## src/rtl/cursor_input_ctrl_if.sv

```systemverilog
// cursor_input_ctrl_if: datapath-side bus (coordi/strobes/busy from the controller, game_over back to it)
interface cursor_input_ctrl_if;
    logic [7:0] coordi;
    logic       change_able_read;
    logic       put;
    logic       turn_control;
    logic       busy;
    logic       game_over;
    modport master (output coordi, change_able_read, put, turn_control, busy, input game_over);
    modport slave (input coordi, change_able_read, put, turn_control, busy, output game_over);
endinterface

```

## src/rtl/cursor_input_ctrl.sv

```systemverilog
// cursor_input_ctrl: debounces 5 keys (clock/resetn/key_* in, bus master out) and drives cursor + put/turn strobes
module cursor_input_ctrl #(
    parameter int         DEBOUNCE_CYCLES = 500000,
    parameter logic [7:0] RESET_COORD     = 8'h77
) (
    input  logic                       clock,
    input  logic                       resetn,
    input  logic                       key_up,
    input  logic                       key_down,
    input  logic                       key_left,
    input  logic                       key_right,
    input  logic                       key_put,
    cursor_input_ctrl_if.master        bus
);
    localparam int CW = $clog2(DEBOUNCE_CYCLES);
    typedef enum logic [2:0] {IDLE, CHOICE, PUT1, PUT2, TURN, WAIT_REL} state_t;
    state_t        state, state_n;
    logic [4:0]    raw, s1, s2, lvl, lvl_q, ev;
    logic [CW-1:0] cnt [5];
    logic [3:0]    row_n, col_n;
    logic          move;
    assign raw = {key_put, key_right, key_left, key_down, key_up};
    assign ev  = lvl & ~lvl_q;
    always_ff @(posedge clock) begin
        if (!resetn) begin
            s1    <= '0;
            s2    <= '0;
            lvl   <= '0;
            lvl_q <= '0;
            for (int i = 0; i < 5; i++) cnt[i] <= '0;
        end else begin
            s1    <= raw;
            s2    <= s1;
            lvl_q <= lvl;
            for (int i = 0; i < 5; i++) begin
                if (s2[i] == lvl[i]) cnt[i] <= '0;
                else if (cnt[i] == CW'(DEBOUNCE_CYCLES - 1)) begin
                    lvl[i] <= s2[i];
                    cnt[i] <= '0;
                end else cnt[i] <= cnt[i] + CW'(1);
            end
        end
    end
    always_comb begin
        state_n = state;
        case (state)
            IDLE:     state_n = (ev[4] && !bus.game_over) ? CHOICE : IDLE;
            CHOICE:   state_n = PUT1;
            PUT1:     state_n = PUT2;
            PUT2:     state_n = TURN;
            TURN:     state_n = WAIT_REL;
            WAIT_REL: state_n = lvl[4] ? WAIT_REL : IDLE;
            default:  state_n = IDLE;
        endcase
        // moves only while staying in IDLE; a starting put swallows same-cycle moves
        move  = (state == IDLE) && (state_n == IDLE);
        row_n = bus.coordi[7:4] + ((ev[0] && !ev[1]) ? 4'hF : (ev[1] && !ev[0]) ? 4'h1 : 4'h0);
        col_n = bus.coordi[3:0] + ((ev[2] && !ev[3]) ? 4'hF : (ev[3] && !ev[2]) ? 4'h1 : 4'h0);
    end
    // strobes are decoded from the next state and registered, so they come straight off flops
    always_ff @(posedge clock) begin
        if (!resetn) begin
            state                <= IDLE;
            bus.coordi           <= RESET_COORD;
            bus.change_able_read <= 1'b0;
            bus.put              <= 1'b0;
            bus.turn_control     <= 1'b0;
            bus.busy             <= 1'b0;
        end else begin
            state                <= state_n;
            bus.coordi           <= move ? {row_n, col_n} : bus.coordi;
            bus.change_able_read <= state_n == CHOICE;
            bus.put              <= (state_n == PUT1) || (state_n == PUT2);
            bus.turn_control     <= state_n == TURN;
            bus.busy             <= state_n != IDLE;
        end
    end
endmodule

```

## src/flat_wrapper.sv

```systemverilog
// flat-port wrapper written by rule: the top's interface ports become plain ports
module cursor_input_ctrl_flat 
#(
    parameter int         DEBOUNCE_CYCLES = 500000,
    parameter logic [7:0] RESET_COORD     = 8'h77
)
  (clock, resetn, key_up, key_down, key_left, key_right, key_put, bus_coordi, bus_change_able_read, bus_put, bus_turn_control, bus_busy, bus_game_over);
  cursor_input_ctrl_if bus_i ();
  input  logic clock;
  input  logic resetn;
  input  logic key_up;
  input  logic key_down;
  input  logic key_left;
  input  logic key_right;
  input  logic key_put;
  output wire logic [$bits(bus_i.coordi)-1:0] bus_coordi;
  output wire logic [$bits(bus_i.change_able_read)-1:0] bus_change_able_read;
  output wire logic [$bits(bus_i.put)-1:0] bus_put;
  output wire logic [$bits(bus_i.turn_control)-1:0] bus_turn_control;
  output wire logic [$bits(bus_i.busy)-1:0] bus_busy;
  input wire logic [$bits(bus_i.game_over)-1:0] bus_game_over;
  assign bus_coordi = bus_i.coordi;
  assign bus_change_able_read = bus_i.change_able_read;
  assign bus_put = bus_i.put;
  assign bus_turn_control = bus_i.turn_control;
  assign bus_busy = bus_i.busy;
  assign bus_i.game_over = bus_game_over;
  cursor_input_ctrl #(.DEBOUNCE_CYCLES(DEBOUNCE_CYCLES), .RESET_COORD(RESET_COORD)) u_core (.clock(clock), .resetn(resetn), .key_up(key_up), .key_down(key_down), .key_left(key_left), .key_right(key_right), .key_put(key_put), .bus(bus_i));
endmodule
```

## config.mk

```make
export PLATFORM = sky130hd
export DESIGN_NAME = cursor_input_ctrl_flat
export DESIGN_NICKNAME = d
export VERILOG_FILES = /design/src/rtl/cursor_input_ctrl_if.sv /design/src/rtl/cursor_input_ctrl.sv /design/src/flat_wrapper.sv
export SDC_FILE = /design/constraint.sdc
export NUM_CORES = 1
export LEC_CHECK = 0
export ABC_AREA = 1
export CAP_MARGIN = 10
export CORE_MARGIN = 2
export CORE_UTILIZATION = 67
export CTS_CLUSTER_DIAMETER = 150
export DETAILED_ROUTE_END_ITERATION = 12
export GPL_ROUTABILITY_DRIVEN = 0
export GPL_TIMING_DRIVEN = 0
export PLACE_DENSITY = 0.86
export SYNTH_ARGS = -nofsm -noshare
export SYNTH_HDL_FRONTEND = slang
export SYNTH_SLANG_ARGS = --single-unit
```

## constraint.sdc

```tcl
create_clock -name clock -period 3.4 [get_ports clock]
set_input_delay 0.68 -clock clock [delete_from_list [all_inputs] [get_ports clock]]
set_output_delay 0.68 -clock clock [all_outputs]
set_load 0.01 [all_outputs]
```

; After elaboration in Yosys (flattened, before gate mapping)
; Memories as Yosys holds them, arrays and structs flattened.
; Index checks and enable logic that the tools add are counted.
[word_totals]
regBits = 35
ramBits = 95
n_memories = 1
output_inout_bits = 12
wordCells = 161
inputBits = 8
[op_classes]
n_mux = 78
n_eq_ne = 19
n_bitwise = 22
reduce_logical = 20
add_sub_neg = 7
[mem_list]
columns = memory, depth, word_bits, read_ports, rd_clocked_by_memory_dff, wr, line
row1 = u_core.cnt, 5, 19, 5, 0, 5, cursor_input_ctrl.sv:19  ; logic [CW-1:0] cnt [5];
[op_table]
columns = operator, count
row1 = two-way mux 19 bit, 15
row2 = adder 19 x 1 -> 19 bit (second input constant), 5
row3 = equality test 19 bit (second input constant), 5
row4 = two-way mux 1 bit, 59
row5 = one-hot mux 3 bit (6 select lines), 1
row6 = OR 1 bit, 15
row7 = equality test 3 x 2 -> 1 bit (second input constant), 4
row8 = AND reduction 2 bit, 5
row9 = equality test 3 bit (second input constant), 3
row10 = adder 4 bit, 2
row11 = two-way mux 4 bit, 2
row12 = equality test 3 x 1 -> 1 bit (second input constant), 2
row13 = logical AND 1 bit, 6
row14 = zero test 3 bit, 2
row15 = AND 5 bit, 1
row16 = equality test 1 bit, 5
row17 = zero test 1 bit, 5
row18 = inverter 1 bit, 5
row19 = inverter 5 bit, 1
row20 = two-way mux 3 bit, 1
row21 = nonzero test 3 bit, 1
row22 = logical OR 1 bit, 1

; Longest topological paths before layout
; Gate-level depths: netlist of run 1.
; An unclocked memory read counts as a cell.
[logic_depth]
depth_word = 8
ltp_mapped = 12
ltp_nobuf = 12

; Least setup slack after synthesis of run 1
; No wires, ideal clock.
[synth_timing]
kind = reg2reg
from = register u_core.lvl[3]
to = register u_core.bus.coordi[2]
period_less_slack_ns = 1.908
setup_time_ns = 0.130
required_time_ns = 3.270
path_buffers = 0
arrival_time_ns = 1.779
path_slack_ns = 1.492
stages_incl_launch_ff = 11
cell_sequence = dfxtp_1 inv_1 or2_2 ha_1 inv_1 ha_1 inv_1 fa_1 xnor2_1 nand4_1 nand3_1
[synth_between]
elab_chain_cells = 5
elab_cells_between_ends = 7
cone_classes = add/sub (1) / mux (2) / bitwise (1) / reduce/logical (3)
[synth_rtl]
columns = element, line
row1 = from (decl), cursor_input_ctrl.sv:18  ; logic [4:0] raw, s1, s2, lvl, lvl_q, ev;
row2 = "from (signal, indexed assignment)", cursor_input_ctrl.sv:38  ; lvl[i] <= s2[i];
row3 = AND 5 bit *, cursor_input_ctrl.sv:23  ; assign ev = lvl & ~lvl_q;
row4 = logical AND 1 bit / zero test 1 bit (equally long branches), cursor_input_ctrl.sv:58  ; col_n = bus.coordi[3:0] + ((ev[2] && !ev[3]) ? 4'hF : (ev[3] && !ev[2]) ? 4'h1 : 4'h0);
row5 = two-way mux 1 bit / logical AND 1 bit (equally long branches), cursor_input_ctrl.sv:58
row6 = two-way mux 4 bit *, cursor_input_ctrl.sv:58
row7 = adder 4 bit *, cursor_input_ctrl.sv:58
row8 = to (signal assigned), cursor_input_ctrl.sv:71  ; bus.coordi <= move ? {row_n, col_n} : bus.coordi;
row9 = to (decl), cursor_input_ctrl_if.sv:9  ; modport master (output coordi, change_able_read, put, turn_control, busy, input game_over);
; Every way passes the cells marked *; elsewhere a longest branch is shown, timed or not.
; A chain may end at the register's enable or synchronous reset.

; Worst setup path in the final report of run 1
[layout_timing]
from = register u_core.bus.coordi[1]
to = output bus_coordi[1]
[layout_lines]
columns = element, line
row1 = to (decl), flat_wrapper.sv:16  ; output wire logic [$bits(bus_i.coordi)-1:0] bus_coordi;
; No word-level cell between the ends.

==> reports/metrics.sh, run 1 <==
SYNTHDOMINANTAREACELLTYPE='edfxtp_1'
SYN_AVG_CELL_AREA_SQ_UM=8.23
DRT_FIRST_PASS_ITERS=5
TIMING.HOLD.WORST_PATH_DEPTH=2
BUFFER_PORTS.INSERTED=19
FMAXACHIEVABLE_MHz=452
SYNTH_TOP_CELLS_BY_AREA='edfxtp_1, nand2_1, dfxtp_1'
DP_HPWL_MM=10.6
CLASS_OF_THE_TIGHTEST_HOLD_OR_REMOVAL_CHECK='flop to flop'
CORE-AREA_SQ_UM=10800
TIMING_MAX_TRANSITION_VIOLATIONS_FINAL=0
CP_SLOWEST_CELL='clkdlybuf4s50_1'
FIRST_PASS_GRT_WIRE_LENGTH_MM=25.3
PATH_CLK_SLEW_NS=0.06
VIAS_IN_THE_FIRST_GLOBAL_ROUTE=5927
DIE-WIDTH_UM=109
DETAIL-ROUTE-ANTENNA-NETS=0
DIE-HEIGHT_UM=109
FIN_CRIT_SH_PCT=65.0
REG2REG_SETUP_SLACK_NS=1.35
NUMBER_OF_WARNINGS_PRINTED_DURING_YOSYS_SYNTHESIS=0
SYNTHFLOPTYPE='edfxtp_1'
REMAINING_DRC_ERRORS=0
AREA.GROWTH.SYNTH_TO_FINAL_PCT=18.1
PLACEMENT.CELL_AREA_SQ_UM=8160
WORST_SETUP_SP='u_core.bus.coordi[1]$_SDFFE_PN1P_'
POST-ROUTE-MIN-PERIOD_NS=2.21
CRITICAL-PATH-TOP-DELAY-FAMILY='buffers and inverters'
LEAKAGE_nW=3.85
TIMING.CRITICAL_PATH.FROM_TYPE='flop'
PLACE_WORST_SETUP_SLACK_NS=1.04
YS_SEQ_AREA_SHARE_PCT=47.7
GRT.TOTAL_USAGE_PCT=27.0
WORST_HOLD_PATH_EP='u_core.s2[0]$_SDFF_PN0_'
ROUTE.DETAILED.WL_PER_INST_UM=12.5
SLEW-LIMIT-HEADROOM_PCT=64.1
DRT_VIA_DENSITY=5.21
TNS_NS=0
CTS.PATH.MAX_BUFFERS=2
INITIAL_UTILIZATION_PCT=68.7
ROUTED_VIA_COUNT=6201
SYN_AREA_SQ_UM=7450
VDD_IR_DROP_MAX_uV=355
WL_MM=14.9
SYNTH.LIB_CELLS_USED.DISTINCT=37
FIN_CELLS=1190
SYNTH_EDF_COUNT=95
YS_SEQ_ELEMENTS=130
SYNTH_ASYNC_SR_FLOP_SHARE_PCT=0
ARRIVAL_NS=1.53
DIE_AREA_SQ_UM=12000
R2R-END='u_core.bus.coordi[2]$_SDFFE_PN1P_'
GRT_START_MAX_NET_PINS=17
DIODES=0
FINAL_WORST_SETUP_SLACK_NS=1.19
FINAL_AREA_SQ_UM=8790
STATUS='complete, no violations'
CTS_HOLD_BUFFERS=0
CAP_VIOL_MAX_COUNT=0
CRIT_PATH_CELL_TRACE='clkdlybuf4s50_1'
WORST_HOLD_STARTPOINT='u_core.s1[0]$_SDFF_PN0_'
DP_CELLS=1158
FINALHOLDWORSTSLACK_NS=0.413
REPORT.FINAL.HOLD_VIOL_COUNT=0
GRT_ANTENNA_BEFORE_REPAIR=0
CTS.REPAIR.RESIZED=0
NUMBER_OF_CTS_INSERTED_BUFFERS=17
WORSTMARGINPINSLEW_NS=0.539
WORST_EP_REQUIRED_TIME_NS=2.72
CRITICAL_PATH_CLASS='flop to primary output'
SYNTHDOMINANTCELLAREASHARE_PCT=38.3
CRIT_PATH_END_KIND='primary output'
CTS.REPAIR_TIMING.SETUP_BUFFER_COUNT=0
TIMING.CRITICAL_PATH.FANOUT_MAX=4
CTS_HTREE_LEVELS=4
CLOCK_SINKS=130
FINAL_LAYOUT_SIZE_SUFFIX_GT1_SHARE_PCT=9.24
FINCLKSKEW_NS=0.00868
SETUP_VIOL=0
TRITONCTS='built'
FP-ROW-COUNT=38
CRITICAL_PATH_BUF_INV_COUNT=1
WORSTREG2REGSTART='u_core.lvl[3]$_SDFFE_PN0N_'
POWER.DENSITY_nW_PER_UM2=438
SYNTHESIS.INSTANCES=905
CLOCK_INSERTION_DELAY_WORST_SKEW_NS=0.54
LAYOUT.NETS=1060
DESIGN.PORTCOUNT=20
CRITICAL-PATH-MAX-STAGE-DELAY_NS=0.59
GRT_SETUP_UNREPAIRED='no'
DRT-INITIAL-DRC-COUNT=404
GRT.OVERFLOW.TOTAL=0
CLOCK-ROOT-BUFFER='clkbuf_8'
REG2REG_DEPTH=10
cell usage after synthesis (all sizes together) (12+ instances only):
cell and instances:
xor2 32, o21ai 12, ha 13, nor2 163
a21oi 35, nor3 46, nand3 51, edfxtp 95
nand4 33, inv 128, dfxtp 35, xnor2 16
nand2 212
power by group:
part	total, W	switching, W	internal [W]
combinational	0.000161	0.000108	0.0000534
clock	0.00189	0.000662	0.00122
sequential	0.00181	0.0000525	0.00176
total	0.00386	0.000823	0.00303
flip-flops by register name (all words and copies together) (netlist names):
name,flops
u_core.bus.put,1
u_core.bus.change_able_read,1
u_core.lvl,5
u_core.s2,5
u_core.bus.turn_control,1
u_core.bus.busy,1
u_core.s1,5
u_core.cnt,95
u_core.lvl_q,5
u_core.bus.coordi,8
u_core.state,3
layer usage:
metal | routed length, um | track usage [%]
met1 | 6180 | 31.7
met2 | 7240 | 45.2
met3 | 877 | 6.34
met4 | 603 | 15.9
met5 | 0 | 0
logic make-up after synthesis:
kind of cell / count (synthesis) / share of synthesized area [%]
adder cells (fa/ha/maj): 15 / 2.72
XOR/XNOR: 48 / 5.65
other: 1 / 0.0504
AND/OR/NAND/NOR: 523 / 32.8
AO/OA/AOI/OAI: 50 / 3.44
flip-flops: 130 / 47.7
buffers and inverters: 138 / 7.66
area by class of cell:
| cell class | count | area [sq um] |
|---|---|---|
| clock buffers | 27 | 577 |
| well taps | 140 | 175 |
| repair buffers | 19 | 190 |
| fillers | 701 | 2050 |
| multi-input cells | 731 | 3670 |
| plain buffers | 9 | 78.8 |
| clock inverters | 5 | 52.6 |
| inverters | 129 | 492 |
| flip-flops and latches | 130 | 3550 |
per-stage QoR:
stage / power, W / utilization (%)
after floorplan: 0.00195 / -
after global placement: 0.00199 / 75.3
after detailed placement: 0.00199 / 75.3
after CTS: 0.00388 / 81.1
after global routing: 0.00396 / 81.1
final: 0.00386 / 81.1
worst max-delay path by stage:
stage / end / cells past startpoint / slack (ns)
3_3_place_gp: u_core.cnt[3][14]$_SDFFCE_PN0P_ / 7 / 1.03
5_1_grt: bus_coordi[1] / 1 / 1.11
2_1_floorplan: u_core.bus.coordi[2]$_SDFFE_PN1P_ / 10 / 1.49
4_1_cts: bus_coordi[1] / 1 / 1.16
6_report: bus_coordi[1] / 1 / 1.19
3_5_place_dp: u_core.cnt[3][14]$_SDFFCE_PN0P_ / 7 / 1.04
tightest hold or removal path: cells and delay by family, from the launching register on:
family                 cells  cell delay [ns]
AND/OR/NAND/NOR            1             0.05
buffers and inverters      1             0.04
flip-flops                 1             0.30
placed cells by master, fill, tap and decap left out, drive strengths merged, types with 2 or more instances in the layout:
cell type | synthesis | final
fa | 2 | 2
and2 | 3 | 3
clkdlybuf4s50 | 0 | 19
dfxtp | 35 | 35
nand3b | 7 | 7
o21ai | 12 | 12
conb | 1 | 95
edfxtp | 95 | 95
nand4 | 33 | 33
ha | 13 | 13
nand3 | 51 | 51
clkinv | 1 | 3
or2 | 8 | 8
clkbuf | 2 | 29
a21oi | 35 | 35
xor2 | 32 | 32
buf | 7 | 7
nor3 | 46 | 46
inv | 128 | 130
xnor2 | 16 | 16
o21bai | 2 | 2
nor2 | 163 | 163
nand2 | 212 | 212
Note: power is estimated with default switching activity, not from simulation.
==> run 2, diff against run 1 <==
--- a/config.mk
+++ b/config.mk
@@ -8,12 +8,12 @@
 export ABC_AREA = 1
 export CAP_MARGIN = 10
 export CORE_MARGIN = 2
-export CORE_UTILIZATION = 67
+export CORE_UTILIZATION = 56
 export CTS_CLUSTER_DIAMETER = 150
 export DETAILED_ROUTE_END_ITERATION = 12
 export GPL_ROUTABILITY_DRIVEN = 0
 export GPL_TIMING_DRIVEN = 0
-export PLACE_DENSITY = 0.86
+export PLACE_DENSITY = 0.76
 export SYNTH_ARGS = -nofsm -noshare
 export SYNTH_HDL_FRONTEND = slang
 export SYNTH_SLANG_ARGS = --single-unit
==> constraint.sdc (replaced) <==
create_clock -name clock -period 2 [get_ports clock]
set_input_delay 0.4 -clock clock [delete_from_list [all_inputs] [get_ports clock]]
set_output_delay 0.4 -clock clock [all_outputs]
set_load 0.01 [all_outputs]
==> reports/metrics.sh, run 2 (synthesis gave the netlist of run 1 again) <==
LEAKAGE_nW=3.85
DP_CELLS=1194
FINAL_CORE_UTILIZATION_PCT=67.8
TOTAL_POWER_W=0.00647
DIE_AREA_SQ_UM=14200
CLOCK_INSERTION_DELAY_WORST_SKEW_NS=0.42
WL_MM=13.8
TIMING_MAX_TRANSITION_VIOLATIONS_FINAL=0
WORSTMARGINPINSLEW_NS=0.542
POST-ROUTE-MIN-PERIOD_NS=1.91
PATH_CLK_SLEW_NS=0.05
WORST_EP_REQUIRED_TIME_NS=2.31
STATUS='complete, no violations'
LARGEST_REGISTER_FFS=95
REMAINING_DRC_ERRORS=0
DIE-HEIGHT_UM=119
VDD_IR_DROP_MAX_uV=556
ARRIVAL_NS=2.22
TIMING.CRITICAL_PATH.FANOUT_MAX=4
INITIAL_UTILIZATION_PCT=56.7
CRIT_PATH_END_KIND='flop'
DIE-WIDTH_UM=119
CRITICAL_PATH_CLASS='flop to flop'
ROUTE.DETAILED.WL_PER_INST_UM=11.2
ROUTED_VIA_COUNT=5866
DRT_VIA_DENSITY=4.77
POWER.DENSITY_nW_PER_UM2=726
TIMING.CRITICAL_PATH.FROM_TYPE='flop'
GRT_START_MAX_NET_PINS=17
FP-ROW-COUNT=42
LAYOUT.NETS=1066
FIN_CELLS=1231
DIODES=0
DESIGN.PORTCOUNT=20
GRT.TOTAL_USAGE_PCT=21.0
VIAS_IN_THE_FIRST_GLOBAL_ROUTE=5495
FILLCELLCOUNT=1106
FIRST_PASS_GRT_WIRE_LENGTH_MM=24.0
FINAL_LAYOUT_SIZE_SUFFIX_GT1_SHARE_PCT=10.5
BUFFER_PORTS.INSERTED=19
CTS.PATH.MAX_BUFFERS=2
TRITONCTS='built'
MOST-COMMON-LAYOUT-CELLS='nand2_1, nor2_1, inv_1'
CLOCK_SINKS=130
DRT_FIRST_PASS_ITERS=5
AREA.GROWTH.SYNTH_TO_FINAL_PCT=19.6
FMAXACHIEVABLE_MHz=524
REPORT.FINAL.HOLD_VIOL_COUNT=0
CTS_HTREE_LEVELS=4
DETAIL-ROUTE-ANTENNA-NETS=0
FINAL_COMMON_CELL='nand2_1'
FINCLKSKEW_NS=0.00626
LARGEST-REGISTER='u_core.cnt'
SLEW-LIMIT-HEADROOM_PCT=63.6
CORE-AREA_SQ_UM=13100
NUMBER_OF_CTS_INSERTED_BUFFERS=17
DP_HPWL_MM=10.1
CAP_VIOL_MAX_COUNT=0
CLOCK-ROOT-BUFFER='clkbuf_16'
GRT.OVERFLOW.TOTAL=0
DRT-INITIAL-DRC-COUNT=277
SETUP_VIOL=0
CLASS_OF_THE_TIGHTEST_HOLD_OR_REMOVAL_CHECK='flop to flop'
FIN_CRIT_SH_PCT=95.4
REG2REG_SETUP_SLACK_NS=0.09
LAYOUT_TOP_REGISTERS='u_core.cnt: 95 flops, u_core.bus.coordi: 8 flops'
GRT_ANTENNA_BEFORE_REPAIR=0
==> run 2: final timing paths <==
kind / startpoint / to / cells after the start
worst min register to register: u_core.s1[1]$_SDFF_PN0_ / u_core.s2[1]$_SDFF_PN0_ / 2
worst min-delay path: u_core.s1[1]$_SDFF_PN0_ / u_core.s2[1]$_SDFF_PN0_ / 2
worst max register to register: u_core.lvl[1]$_SDFFE_PN0N_ / u_core.bus.coordi[5]$_SDFFE_PN1P_ / 10
worst max-delay path: u_core.lvl[1]$_SDFFE_PN0N_ / u_core.bus.coordi[5]$_SDFFE_PN1P_ / 10
==> run 2: where the power goes <==
group | switching (W) | internal [W]
clock | 0.00106 | 0.00207
sequential | 0.0000871 | 0.00299
combinational | 0.000177 | 0.0000933
total | 0.00132 | 0.00515
==> run 2: timing repair <==
| action | CTS | global route |
|---|---|---|
| gates resized for setup | 2 | 18 |
| setup endpoints to repair | 3 | 31 |
| hold buffers | 0 | 0 |
| gates cloned | 0 | 0 |
| buffers inserted | 0 | 6 |
| pin swaps | 1 | 5 |
==> run 2: cell type report <==
cell class	count	area [sq um]	share of cell area [%]
inverter	129	492	5.52
tap	176	220	2.47
clock buffer	24	452	5.07
buffer	9	78.8	0.885
timing repair buffer	25	235	2.64
clock inverter	7	133	1.49
multi-input combinational	731	3730	41.9
sequential	130	3560	40.0
==> run 2: worst max-delay path: stages (launching register included) <==
cell	delay, ns
dfxtp_2	0.35
inv_2	0.04
or2_4	0.23
ha_4	0.20
inv_1	0.05
ha_2	0.17
inv_2	0.04
fa_2	0.51
nor2_1	0.04
nor2_1	0.11
nand2_1	0.06
==> run 2: metrics by stage <==
| stage | hold WS [ns] | TNS, ns | cell area [sq um] | setup WS, ns |
|---|---|---|---|---|
| after global routing | 0.419 | -0.00618 | 8900 | -0.00618 |
| after CTS | 0.412 | -0.0270 | 8800 | -0.0270 |
| after detailed placement | 0.399 | -0.506 | 8210 | -0.0867 |
| final | 0.407 | 0 | 8900 | 0.0924 |
| after global placement | 0.392 | -0.224 | 8210 | -0.0650 |
| after floorplan | 0.390 | 0 | 7800 | 0.0915 |
==> run 2: per-layer routing <==
layer	global-route usage, %	share of wire [%]	vias up	routed length, um
li1	-	-	3135	-
met1	26.2	46	2631	6330
met2	35.4	49	79	6760
met3	4.17	2.7	21	379
met4	9.34	2.4	0	327
met5	0	0	-	0
